$ cat src/rtl/term_loopback_pipe.sv
// term_loopback_pipe: segment-reversing loopback with selectable bypass,
// registered, tie-off and LFSR-pattern output modes, configured through a
// 2-bit serial shift chain.
module term_loopback_pipe #(
    parameter int unsigned W1         = 4,
    parameter int unsigned W2         = 8,
    parameter int unsigned W4         = 16,
    parameter int unsigned DEPTH      = 1,
    parameter logic [1:0]  RESET_MODE = 2'b00,
    localparam int unsigned W         = W1 + 2 * W2 + W4
) (
    input  logic         UserCLK,
    input  logic         RST_N,
    input  logic         cfg_en,
    input  logic         cfg_in,
    input  logic         cfg_load,
    output logic         cfg_out,
    input  logic [W-1:0] n_in,
    output logic [W-1:0] s_out,
    output logic [1:0]   mode_o
);

    typedef enum logic [1:0] {
        MODE_BYPASS  = 2'b00,
        MODE_PIPED   = 2'b01,
        MODE_TIEOFF  = 2'b10,
        MODE_PATTERN = 2'b11
    } mode_e;

    localparam int unsigned O_2MID    = W1;
    localparam int unsigned O_2END    = W1 + W2;
    localparam int unsigned O_4END    = W1 + 2 * W2;
    localparam int unsigned LFSR_W    = 16;
    localparam logic [15:0] LFSR_SEED = 16'hACE1;

    // Reject pipeline depths outside 1..4 at elaboration.
    if (DEPTH == 0 || DEPTH > 4) begin : g_bad_depth
        $error("term_loopback_pipe: DEPTH must be in 1..4");
    end

    logic [1:0]   sh_q, sh_d;
    mode_e        mode_q, mode_d;
    logic [15:0]  lfsr_q, lfsr_d;
    logic         reseed_c;
    logic [W-1:0] rev_c;
    logic [W-1:0] pat_c;
    logic [W-1:0] pipe_q [DEPTH];

    // Bit-reverse each segment independently.
    always_comb begin
        rev_c = '0;
        for (int unsigned i = 0; i < W1; i++) begin
            rev_c[i] = n_in[W1 - 1 - i];
        end
        for (int unsigned i = 0; i < W2; i++) begin
            rev_c[O_2MID + i] = n_in[O_2MID + W2 - 1 - i];
            rev_c[O_2END + i] = n_in[O_2END + W2 - 1 - i];
        end
        for (int unsigned i = 0; i < W4; i++) begin
            rev_c[O_4END + i] = n_in[O_4END + W4 - 1 - i];
        end
    end

    // Tile the 16-bit LFSR state across the full output width.
    always_comb begin
        pat_c = '0;
        for (int unsigned i = 0; i < W; i++) begin
            pat_c[i] = lfsr_q[i % LFSR_W];
        end
    end

    // Next-state for config chain, active mode and pattern generator.
    always_comb begin
        sh_d     = sh_q;
        mode_d   = mode_q;
        lfsr_d   = lfsr_q;
        reseed_c = 1'b0;
        if (cfg_en) begin
            sh_d = {sh_q[0], cfg_in};
        end
        if (cfg_load) begin
            // Loads the pre-shift value, so a same-cycle shift does not leak in.
            mode_d = mode_e'(sh_q);
        end
        reseed_c = cfg_load && (sh_q == 2'b11) && (mode_q != MODE_PATTERN);
        if (reseed_c) begin
            lfsr_d = LFSR_SEED;
        end else if (mode_q == MODE_PATTERN) begin
            // Taps x^16+x^14+x^13+x^11+1, right-shifting Fibonacci form.
            lfsr_d = {lfsr_q[0] ^ lfsr_q[2] ^ lfsr_q[3] ^ lfsr_q[5], lfsr_q[15:1]};
        end
    end

    // Config chain, mode and LFSR state registers.
    always_ff @(posedge UserCLK or negedge RST_N) begin
        if (!RST_N) begin
            sh_q   <= 2'b00;
            mode_q <= mode_e'(RESET_MODE);
            lfsr_q <= LFSR_SEED;
        end else begin
            sh_q   <= sh_d;
            mode_q <= mode_d;
            lfsr_q <= lfsr_d;
        end
    end

    // Delay line runs in every mode so switching to piped shows real history.
    always_ff @(posedge UserCLK or negedge RST_N) begin
        if (!RST_N) begin
            for (int unsigned k = 0; k < DEPTH; k++) begin
                pipe_q[k] <= '0;
            end
        end else begin
            pipe_q[0] <= rev_c;
            for (int unsigned k = 1; k < DEPTH; k++) begin
                pipe_q[k] <= pipe_q[k - 1];
            end
        end
    end

    // Output select; bypass is intentionally combinational.
    always_comb begin
        s_out = '0;
        case (mode_q)
            MODE_BYPASS:  s_out = rev_c;
            MODE_PIPED:   s_out = pipe_q[DEPTH - 1];
            MODE_TIEOFF:  s_out = '0;
            MODE_PATTERN: s_out = pat_c;
            default:      s_out = '0;
        endcase
    end

    assign cfg_out = sh_q[1];
    assign mode_o  = mode_q;

    // The pattern generator must never lock up in the all-zero state.
    a_lfsr_nonzero: assert property (@(posedge UserCLK) disable iff (!RST_N) lfsr_q != 16'h0000);

endmodule
$ cat config.mk
export PLATFORM = sky130hd
export DESIGN_NAME = term_loopback_pipe
export DESIGN_NICKNAME = d
export VERILOG_FILES = /design/src/rtl/term_loopback_pipe.sv
export SDC_FILE = /design/constraint.sdc
export NUM_CORES = 1
export LEC_CHECK = 0
export ABC_AREA = 0
export CAP_MARGIN = 40
export CORE_MARGIN = 2
export CORE_UTILIZATION = 39
export CTS_CLUSTER_DIAMETER = 40
export CTS_CLUSTER_SIZE = 14
export DETAILED_ROUTE_END_ITERATION = 8
export PLACE_DENSITY = 0.7
export RECOVER_POWER = 25
export SLEW_MARGIN = 10
export SYNTH_ARGS = -nofsm -noshare
export SYNTH_HDL_FRONTEND = slang
export SYNTH_SLANG_ARGS = --single-unit
$ cat constraint.sdc
create_clock -name UserCLK -period 3.5 [get_ports UserCLK]
set_input_delay 0.525 -clock UserCLK [delete_from_list [all_inputs] [get_ports UserCLK]]
set_output_delay 0.525 -clock UserCLK [all_outputs]
set_load 0.01 [all_outputs]
# == Word level (Yosys, flattened, before mapping) ==
# Cells that the tools add are included.
# W data, S select, Z words.
# totals
elab_cells,19
register_bits,56
out_inout_bits,39
# classes
n_mux,3
eq_ne,5
n_bitwise,3
n_reduce_logical,4
# ops
op,n
$pmux W36 S4,1
$mux W16,2
$eq A2 B2 Y1 const B,3
$xor A1 B1 Y1,3
$eq A2 B1 Y1 const B,1
$logic_and A1 B1 Y1,2
$logic_not A2 Y1,1
$ne A2 B2 Y1 const B,1
$reduce_bool A2 Y1,1

# == Logic depth before layout (Yosys ltp) ==
# logic_depth
depth_word,5
ltp_mapped,6

# == Least setup slack after synthesis ==
# Ideal clock, no wire load.
# synth_path
kind,reg-to-output
startpoint,register mode_q[1] (netlist: mode_o[1])
endpoint,output port s_out[22]
slack_ns,1.788
t_required_ns,2.975
arrival_ns,1.187
path_buffers,3
path_stages_with_launch,7
cell_sequence,dfrtp_1 buf_6 and2_1 buf_4 buf_6 nand2_1 o21ai_0
# synth_via
elab_chain_cells,2
# synth_lines
element,line_no,rtl
"start, declared",42,"mode_e mode_q, mode_d;"
"start signal, assigned",98,mode_q <= mode_e'(RESET_MODE);
"start signal, assigned",102,mode_q <= mode_d;
$eq A2 B2 Y1 (tied with other cells),124,case (mode_q)
$pmux W36 S4 (*),124,
"end, declared",19,"output logic [W-1:0] s_out,"
# Mark *: on every way between the ends. The rest lies on a longest branch, timed or not.

# == Worst setup path in the final report ==
# layout_path
startpoint,register mode_q[0] (netlist: mode_o[0])
endpoint,output port s_out[5]
# Same word-level chain as after synthesis.

==> metrics.csv <==
stage,metric,value,unit
die,die-area,6620,µm²
timing,fin_tns_setup,0,ns
finish,nFillCells,497,
worst_setup_path,rr_worst_depth,4,
place,dp_hpwl,3620,µm
worst_setup_path,crit_path_end_kind,output pin,
global_route,grt_pass1_wl,8510,µm
global_route,grt_use_met1,24.3,%
power,p_comb_share,37.9,%
place,place_congestion,0.743,
finish,nets,311,
clock_network,htreeDepth,2,
timing,fin_crit_sh,79.2,%
power,pwr-share-seq,44.2,%
routing,drt-pass1-iter-count,4,
finish,drive_gt1_share,10.7,%
routing,drt-initial-drc-count,80,
synth,synth.top_cell.area_share,51.4,%
routing,wire_per_inst,14.8,µm
finish,postLayoutCoreUtil,55.7,%
timing,period_needed,2.77,ns
global_route,use_met2,26.6,%
place,port_buffers,79,
timing,rsz0062_at_grt,no,
worst_setup_path,path_class,reg2out,
power,max-vdd-ir-drop,0.275,mV
finish,diodes,0,
place,postPlaceCellArea,3180,µm²
worst_setup_path,worstPathArrival,2.25,ns
routing,postRouteAntennaNets,0,
hold_path,min_path_type,in2async,
synth,synth_area,2330,µm²
global_route,antenna_found_initial,0,
routing,num_vias,1687,
power,p_leak,1.42,nW
die,chipHeight,81.4,µm
global_route,gr-usage-met3,4.78,%
synth,synth_edf_count,0,
routing,drc,0,
global_route,grt_max_degree,41,
timing,finalSetupViolCount,0,
worst_setup_path,critPathRequiredTime,2.97,ns
clock_network,cts_made_buffers,5,
synth,synthTopCellsByCount,"48 x dfrtp_1, 36 x mux2i_1, 30 x nand2_1",
die,die_x,81.4,µm
global_route,grt_pass1_vias,1719,
power,netSwitchingPower,0.622,mW
power,switching_share,31.3,%
clock_network,cts_root_buf,clkbuf_8,
power,internal_power,1.37,mW
synth,yosys_warnings,0,
job,max_cap_violations,1,
synth,synthesis.nets,231,
clock_network,cts_tree,done,
clock_network,clock_path_buffers,2,
power,clockPowerShare,17.9,%
synth,synthDistinctLibCells,19,
worst_setup_path,cp_max_fo,40,
finish,fin_area,3260,µm²
die,core_area,5850,µm²
synth,postSynth.asyncResetShare,100,%
clock_network,holdBufCountCts,0,
synth,synth.avg_cell_area,12.3,µm²
clock_network,worstSkewPairLatency,0.30,ns
timing,tightestPinTransition,1.83,ns
outcome,status,finished with violations,
power,p_total,1.99,mW
die,rows,28,
synth,synthFlopType,dfrtp_1,
timing,fin_skew,0.00620,ns
synth,ys_top_cells_by_area,"dfrtp_1 51%, mux2i_1 15%, dfstp_2 9.0%",
routing,wl,5130,µm
routing,viasPerCell,4.88,
die,start_util,39.9,%
timing,fmax,0.361,GHz
worst_setup_path,rr_startpoint,mode_o[0],
synth,yosysMostFrequentCell,dfrtp_1,
synth,synthCells,190,
power,power_density,611,nW/µm²
global_route,overflow,0,
outcome,violations,"capacitance limit, slew limit",
synth,yosys_register_bits,56,
timing,maxSlewViolCount,36,
worst_setup_path,cp-start-kind,flop,
timing,hold_viol_final,0,
global_route,grt-busiest-layer,met2,
worst_setup_path,r2r_slack,1.78,ns
timing,relSlewSlack,-22.0,%
clock_network,cts_resized,0,
finish,finalNonFillerCells,346,
clock_network,cts.sinks,56,
clock_network,clkTransAtPathRegs,0.09,ns
global_route,grt_use_total,17.3,%
worst_setup_path,rr_endpoint,lfsr_q[15],
finish,areaGrowthSynthToFinish,39.5,%
synth,yosys.area.top_type,dfrtp_1,
die,io_pins,80,
clock_network,postCtsSetupBuffers,0,
place,dpl.cell_count,338,
synth,synth_seq_area_share,60.5,%
flip-flops by register name, indices dropped and copies added, names as in the netlist:
| name | cells |
|---|---|
| lfsr_q | 16 |
| pipe_q | 36 |
| sh_q | 2 |
| mode_o | 2 |
metrics by stage:
step / setup WS (ns) / hold WS (ns)
after floorplan: 1.79 / 0.229
after global placement: 0.998 / 0.461
after detailed placement: 1.00 / 0.371
after CTS: 0.668 / 0.0400
after global routing: 0.585 / 0.0767
final: 0.729 / 0.0790
area by class of cell:
type,instances,area (µm²),share of cell area [%]
clock inverter,2,10.0,0.307
sequential,56,1410,43.4
clock buffer,6,82.6,2.54
timing repair buffer,83,811,24.9
multi-input combinational,124,847,26.0
tap,75,93.8,2.88
how the worst max path moves through the flow:
stage / to / startpoint / slack, ns / cells after the start
after detailed placement: s_out[5] / n_in[10] / 1.00 / 4
after CTS: s_out[5] / mode_o[0] / 0.67 / 4
final: s_out[5] / mode_o[0] / 0.73 / 4
after global routing: s_out[5] / mode_o[0] / 0.58 / 4
after global placement: s_out[5] / n_in[10] / 1.0 / 4
after floorplan: s_out[22] / mode_o[1] / 1.79 / 6
critical path, cell delays in order, from the launching register on:
cell,delay [ns]
dfrtp_2,0.36
buf_4,0.52
mux2i_1,0.21
o21ai_1,0.25
clkdlybuf4s50_1,0.58
routing by layer:
metal	vias to the layer above	wire length (µm)
li1	822	-
met1	803	2470
met2	60	2320
met3	2	322
met4	0	17
met5	-	0
cells by family (layout without fill, tap and decap cells):
family | after synthesis | after routing | share of synthesized area, %
AO/OA/AOI/OAI | 45 | 45 | 11.4
AND/OR/NAND/NOR | 36 | 36 | 6.38
flip-flops | 56 | 56 | 60.5
multiplexers | 40 | 40 | 17.4
XOR/XNOR | 3 | 3 | 1.13
buffers and inverters | 10 | 91 | 3.27
power groups by stage:
stage                     Sequential [mW]  Clock, mW  Combinational (mW)
after CTS                           0.879      0.372               0.770
after floorplan                     0.876          0               0.401
after global placement              0.888          0               0.759
final                               0.879      0.357               0.754
after global routing                0.898      0.405               0.833
after detailed placement            0.890          0               0.767
layout by cell type, fill, tap and decap left out:
| master | count |
|---|---|
| clkbuf_8 | 6 |
| clkbuf_1 | 2 |
| mux2i_1 | 36 |
| dfrtp_1 | 47 |
| a2bb2oi_1 | 1 |
| and2_1 | 1 |
| dfrtp_2 | 1 |
| nand3_1 | 1 |
| o21ai_1 | 19 |
| nand2_2 | 4 |
| o22a_1 | 7 |
| nand2_1 | 30 |
| xnor2_1 | 1 |
| o21ai_0 | 17 |
| a32oi_2 | 1 |
| clkinv_2 | 2 |
| clkdlybuf4s50_1 | 78 |
| xor2_1 | 2 |
| dfstp_2 | 8 |
| buf_4 | 3 |
| mux2_2 | 4 |
No activity file was read; power rests on OpenSTA's default activity.
